$ cat config.mk
export PLATFORM = sky130hd
export DESIGN_NAME = flash_burst_reader
export DESIGN_NICKNAME = d
export VERILOG_FILES = /design/src/rtl/flash_reader_pkg.sv /design/src/rtl/flash_watchdog.sv /design/src/rtl/flash_burst_reader.sv
export SDC_FILE = /design/constraint.sdc
export NUM_CORES = 1
export LEC_CHECK = 0
export CAP_MARGIN = 30
export CORE_MARGIN = 3
export CORE_UTILIZATION = 55
export DETAILED_ROUTE_END_ITERATION = 8
export GPL_TIMING_DRIVEN = 0
export PLACE_DENSITY = 0.88
export SETUP_SLACK_MARGIN = 0.3
export SYNTH_ARGS = -nofsm -noshare
export SYNTH_HDL_FRONTEND = slang
export SYNTH_SLANG_ARGS = --single-unit
$ cat constraint.sdc
create_clock -name clk -period 8.4 [get_ports clk]
set_input_delay 0.84 -clock clk [delete_from_list [all_inputs] [get_ports clk]]
set_output_delay 0.84 -clock clk [all_outputs]
set_load 0.01 [all_outputs]
$ cat src/rtl/flash_reader_pkg.sv
// Shared types and helpers for the flash burst reader.
// State encoding, the all-lanes byteenable constant and the burst-length rule.
package flash_reader_pkg;

  typedef enum logic [1:0] {
    IDLE,
    REQ,
    WAIT_DATA,
    DONE
  } state_e;

  localparam logic [3:0] BYTEEN_ALL = 4'b1111;

  // Reverse playback walks one word at a time, so its bursts are always single beats.
  function automatic logic [6:0] burst_len(input logic [31:0] remaining,
                                           input logic [31:0] max_burst,
                                           input logic        rev);
    logic [31:0] len;
    if (rev) begin
      len = 32'd1;
    end else if (remaining < max_burst) begin
      len = remaining;
    end else begin
      len = max_burst;
    end
    return 7'(len);
  endfunction

endpackage

$ cat src/rtl/flash_watchdog.sv
// Stall watchdog for flash_burst_reader, built only when FLASH_TIMEOUT_EN is defined.
// Counts cycles spent waiting on the flash and fires once TIMEOUT_CYC cycles pass without progress.
`ifdef FLASH_TIMEOUT_EN
module flash_watchdog #(
  parameter int TIMEOUT_CYC = 1024
) (
  input  logic clk,
  input  logic reset,
  input  logic run_i,
  input  logic clear_i,
  output logic expired_o
);

  localparam int CW = $clog2(TIMEOUT_CYC + 1);

  logic [CW-1:0] cnt_q;
  logic [CW-1:0] cnt_d;

  assign expired_o = run_i && !clear_i && (cnt_q == CW'(TIMEOUT_CYC - 1));

  always_comb begin
    cnt_d = cnt_q + CW'(1);
    if (!run_i || clear_i || expired_o) begin
      cnt_d = '0;
    end
  end

  always_ff @(posedge clk or posedge reset) begin
    if (reset) begin
      cnt_q <= '0;
    end else begin
      cnt_q <= cnt_d;
    end
  end

endmodule
`endif

$ cat src/rtl/flash_burst_reader.sv
// Avalon-MM flash read master: splits a (start address, word count) job into bursts.
// Optional stall watchdog enabled by defining FLASH_TIMEOUT_EN.
module flash_burst_reader
  import flash_reader_pkg::*;
#(
  parameter int ADDR_W      = 23,
  parameter int DATA_W      = 32,
  parameter int CNT_W       = 16,
  parameter int MAX_BURST   = 16,
  parameter int TIMEOUT_CYC = 1024
) (
  input  logic              clk,
  input  logic              reset,
  input  logic              start,
  input  logic [ADDR_W-1:0] start_addr,
  input  logic [CNT_W-1:0]  word_count,
  input  logic              reverse,
  output logic              busy,
  output logic              done,
  output logic              error,
  output logic [DATA_W-1:0] data_out,
  output logic              data_valid,
  output logic              flash_mem_read,
  output logic [ADDR_W-1:0] flash_mem_address,
  output logic [3:0]        flash_mem_byteenable,
  output logic [6:0]        flash_mem_burstcount,
  input  logic              flash_mem_waitrequest,
  input  logic              flash_mem_readdatavalid,
  input  logic [DATA_W-1:0] flash_mem_readdata
);

  if (MAX_BURST < 1 || MAX_BURST > 64 || TIMEOUT_CYC < 1) begin : g_bad_params
    $error("flash_burst_reader: MAX_BURST must be 1..64 and TIMEOUT_CYC at least 1");
  end

  state_e            state_q, state_d;
  logic [ADDR_W-1:0] addr_q, addr_d;
  logic [CNT_W-1:0]  remaining_q, remaining_d;
  logic              rev_q, rev_d;
  logic [6:0]        burst_q, burst_d;
  logic [6:0]        beat_q, beat_d;
  logic [DATA_W-1:0] data_q;
  logic              valid_q;

  logic [CNT_W-1:0]  rem_after;
  logic              beat_fire;
  logic              beat_last;

  assign beat_fire = (state_q == WAIT_DATA) && flash_mem_readdatavalid;
  assign beat_last = (beat_q + 7'd1) == burst_q;
  assign rem_after = remaining_q - CNT_W'(burst_q);

`ifdef FLASH_TIMEOUT_EN
  logic error_q, error_d;
  logic wd_expired;

  flash_watchdog #(
    .TIMEOUT_CYC(TIMEOUT_CYC)
  ) u_watchdog (
    .clk      (clk),
    .reset    (reset),
    .run_i    ((state_q == REQ) || (state_q == WAIT_DATA)),
    .clear_i  (((state_q == REQ) && !flash_mem_waitrequest) || beat_fire),
    .expired_o(wd_expired)
  );

  assign error = error_q;
`else
  assign error = 1'b0;
`endif

  always_comb begin
    state_d     = state_q;
    addr_d      = addr_q;
    remaining_d = remaining_q;
    rev_d       = rev_q;
    burst_d     = burst_q;
    beat_d      = beat_q;
`ifdef FLASH_TIMEOUT_EN
    error_d     = error_q;
`endif
    case (state_q)
      IDLE: begin
        if (start) begin
          addr_d      = start_addr;
          remaining_d = word_count;
          rev_d       = reverse;
          beat_d      = '0;
`ifdef FLASH_TIMEOUT_EN
          error_d     = 1'b0;
`endif
          if (word_count != '0) begin
            burst_d = burst_len(32'(word_count), 32'(MAX_BURST), reverse);
            state_d = REQ;
          end else begin
            state_d = DONE;
          end
        end
      end
      REQ: begin
        if (!flash_mem_waitrequest) begin
          beat_d  = '0;
          state_d = WAIT_DATA;
        end
      end
      WAIT_DATA: begin
        if (flash_mem_readdatavalid) begin
          if (beat_last) begin
            beat_d      = '0;
            remaining_d = rem_after;
            addr_d      = rev_q ? (addr_q - ADDR_W'(1)) : (addr_q + ADDR_W'(burst_q));
            if (rem_after != '0) begin
              burst_d = burst_len(32'(rem_after), 32'(MAX_BURST), rev_q);
              state_d = REQ;
            end else begin
              state_d = DONE;
            end
          end else begin
            beat_d = beat_q + 7'd1;
          end
        end
      end
      DONE: begin
        state_d = IDLE;
      end
      default: begin
        state_d = IDLE;
      end
    endcase
`ifdef FLASH_TIMEOUT_EN
    // A stalled flash still ends the job with a done pulse, flagged by the sticky error.
    if (wd_expired) begin
      error_d = 1'b1;
      state_d = DONE;
    end
`endif
  end

  always_ff @(posedge clk or posedge reset) begin
    if (reset) begin
      state_q     <= IDLE;
      addr_q      <= '0;
      remaining_q <= '0;
      rev_q       <= 1'b0;
      burst_q     <= '0;
      beat_q      <= '0;
      data_q      <= '0;
      valid_q     <= 1'b0;
`ifdef FLASH_TIMEOUT_EN
      error_q     <= 1'b0;
`endif
    end else begin
      state_q     <= state_d;
      addr_q      <= addr_d;
      remaining_q <= remaining_d;
      rev_q       <= rev_d;
      burst_q     <= burst_d;
      beat_q      <= beat_d;
      valid_q     <= beat_fire;
      if (beat_fire) begin
        data_q <= flash_mem_readdata;
      end
`ifdef FLASH_TIMEOUT_EN
      error_q     <= error_d;
`endif
    end
  end

  assign busy                 = (state_q != IDLE);
  assign done                 = (state_q == DONE);
  assign data_out             = data_q;
  assign data_valid           = valid_q;
  assign flash_mem_read       = (state_q == REQ);
  assign flash_mem_address    = addr_q;
  assign flash_mem_byteenable = BYTEEN_ALL;
  assign flash_mem_burstcount = burst_q;

endmodule

==> flow_summary.json <==
{
  "wl_per_cell_um": 20.5,
  "grt_max_degree": 64,
  "diodes": 0,
  "grt_pass1_vias": 6175,
  "switching_share_pct": 48.0,
  "die_area_um2": 12400,
  "p_per_area_nw_per_um2": 449,
  "dp_hpwl_um": 15400,
  "hold_viol": 0,
  "leakagePower_nw": 3.33,
  "dp.cells": 962,
  "port_buffers": 142,
  "rsz0062_at_grt": "no",
  "worst_pin_slew_ns": 0.870,
  "syn2layout_area_growth_pct": 30.2,
  "crit_path_end_kind": "register",
  "multiInputGateArea_um2": 3600,
  "vdd_drop_max_v": 0.000330,
  "yosys-top-cells-area": "dfrtp_1 (37%), ha_1 (6.6%), mux2_2 (6.1%)",
  "fin_cells": 978,
  "status": "finished clean",
  "drv_cap": 0,
  "setup_tns_ns": 0,
  "synth-edff-count": 0,
  "regArea_um2": 2230,
  "place_congestion": 0.944,
  "nNetsFinal": 948,
  "synthArstFlopShare_pct": 100,
  "fin_ws_ns": 4.34,
  "finClkSkew_ns": 0.00878,
  "syn_area_um2": 6080,
  "core_um2": 10600,
  "clkLatencyLatePin_ns": 0.38,
  "cts_tree": "built",
  "worstPathMaxFanout": 6,
  "ys_seq_area_share_pct": 36.6,
  "final_layout_size_suffix_gt1_share_pct": 9.14,
  "initial_core_util_pct": 57.6,
  "p_clk_share_pct": 9.0,
  "yosys_warnings": 0,
  "holdCritPathClass": "reg2reg",
  "p_total_mw": 3.55,
  "cts.reportedPaths.clkPinSlew_ns": 0.10,
  "yosysTopAreaCell": "dfrtp_1",
  "crit_path_start_kind": "register",
  "syn_inst": 680,
  "clock_sinks": 89,
  "cts_made_buffers": 9,
  "grt_pass1_wl_um": 32000,
  "post-place-ws_ns": 4.42,
  "root_buffer": "clkbuf_8",
  "drcViolationCount": 0,
  "setup_viol": 0,
  "ys_types": 72,
  "p_switching_mw": 1.71,
  "slew_headroom_pct": 40.5,
  "vias_per_cell": 6.16,
  "num_vias": 6021,
  "fill_cells": 795,
  "drv_slew": 0,
  "cts_setup_buffers": 0,
  "crit_arrival_ns": 4.32,
  "hold_buffers": 0,
  "cts_resized": 0,
  "routed_wl_um": 20100,
  "intPower_mw": 1.85,
  "boundaryPins": 148,
  "antenna_left": 0,
  "synth_top_area_share_pct": 36.6,
  "period_share_pct": 48.3,
  "grt_use_total_pct": 32.3,
  "drt_first_pass_iters": 5,
  "fmaxAchievable_mhz": 246,
  "die_w_um": 111,
  "pwr-share-comb_pct": 69.2,
  "cp.required_ns": 8.66,
  "ys_ff_latch": 89,
  "clockBufferDepth": 2,
  "first_iter_violations": 637,
  "min_period_ns": 4.06,
  "criticalPathCategory": "reg2reg",
  "syn_avg_cell_area_um2": 8.94,
  "h-tree-depth": 3,
  "power_frac_seq_pct": 21.8,
  "gr-total-overflow": 0,
  "rows": 37,
  "synth-main-ff-cell": "dfrtp_1",
  "antenna_found_initial": 0,
  "die_h_um": 111
}
area by class of cell:
| cell class | instances | share of cell area, % |
|---|---|---|
| plain buffers | 36 | 2.09 |
| clock buffers | 11 | 1.79 |
| clock inverters | 5 | 0.806 |
| inverters | 26 | 1.26 |
| multi-input cells | 532 | 45.5 |
| flip-flops and latches | 89 | 28.1 |
| well taps | 136 | 2.15 |
| repair buffers | 143 | 18.3 |
cell families after synthesis:
logic type	synth area share (%)
buf+inv	4.32
mux	7.59
xor+xnor	4.03
other cells	0.124
fa+ha+maj	7.24
compound gates	22.4
simple gates	17.6
flops	36.6
state kept, by name, summed over array words and instances (netlist names):
name,cells
data_valid,1
remaining_q,16
flash_mem_burstcount,7
beat_q,7
data_out,32
flash_mem_address,23
state_q,2
rev_q,1
power by group through the flow:
stage / sequential, mW / clock [mW] / combinational [mW]
after global placement: 0.763 / 0 / 2.33
after CTS: 0.770 / 0.324 / 2.42
after global routing: 0.799 / 0.338 / 2.68
after detailed placement: 0.777 / 0 / 2.40
after floorplan: 0.808 / 0 / 1.55
final: 0.776 / 0.321 / 2.46
synthesized netlist by cell type, types with 4 or more instances:
cell       n
o21a_1    11
xnor2_1   14
a21oi_1   60
o31ai_1    8
o21ai_0   44
nand3_1   11
nor2b_1    6
inv_1     26
and3_1    11
xor2_1    14
mux2_2    33
o211ai_1   6
ha_1      32
or3_1      5
nor3_1    18
and2_1     6
a31o_2     4
nand2_1   72
dfrtp_1   89
nor4_1     5
a31oi_1   11
nand2b_1  14
a211oi_1   6
buf_4      5
a22oi_1    5
mux2i_1    9
nor2_1    49
a21o_1     9
clkbuf_1  25
layout by cell type (no fill, tap or decap), types with 8 or more instances in the layout:
cell and count:
nand3_1 11, nor3_1 18, xor2_1 14, mux2i_1 9, a21oi_1 60, a21o_1 9, o21ai_0 44, and3_1 11
nand2_1 72, clkbuf_8 10, nor2_1 49, ha_1 32, a31oi_1 11, xnor2_1 14, nand2b_1 14, o31ai_1 8
clkdlybuf4s50_1 142, mux2_2 33, inv_1 25, dfrtp_1 89, o21a_1 11, clkbuf_1 26
layer usage:
layer / up-vias / track usage (%) / wire, µm
met5: - / 0 / 0
li1: 2773 / - / -
met1: 2890 / 39.6 / 7920
met2: 309 / 56.5 / 10200
met4: 0 / 13.6 / 607
met3: 49 / 4.91 / 1330
through the flow:
step	hold WS (ns)	instance area [µm²]	util, %
after floorplan	0.450	6090	-
after global placement	0.470	7680	72.8
after detailed placement	0.483	7710	73.1
after CTS	0.508	7920	75.0
after global routing	0.521	7920	75.0
final	0.503	7920	75.0
path summary, 6_finish.rpt:
path	to	start	slack [ns]	depth (start not counted)
worst min-delay path	remaining_q[0]$_DFFE_PP0P_	remaining_q[0]$_DFFE_PP0P_	0.50	2
worst min register to register	remaining_q[0]$_DFFE_PP0P_	remaining_q[0]$_DFFE_PP0P_	0.50	2
worst max register to register	flash_mem_address[20]$_DFFE_PP0P_	flash_mem_burstcount[3]$_DFFE_PP0P_	4.34	14
worst max-delay path	flash_mem_address[20]$_DFFE_PP0P_	flash_mem_burstcount[3]$_DFFE_PP0P_	4.34	14
max in group asynchronous	remaining_q[13]$_DFFE_PP0P_	reset	6.98	3
min in group asynchronous	data_out[14]$_DFFE_PP0P_	reset	0.79	2
worst max-delay path, stage by stage (launching register included):
cell and delay (ns):
dfrtp_1 0.40, clkbuf_1 0.22, nor3_1 0.51, and3_1 0.29
ha_1 0.16, nor2_1 0.08, inv_1 0.10, ha_1 0.31
and3_1 0.22, and3_1 0.19, a211o_1 0.28, o41ai_1 0.58
o21ai_0 0.27, mux2i_1 0.24, nand3_1 0.10
No activity file was read; power rests on OpenSTA's default activity.
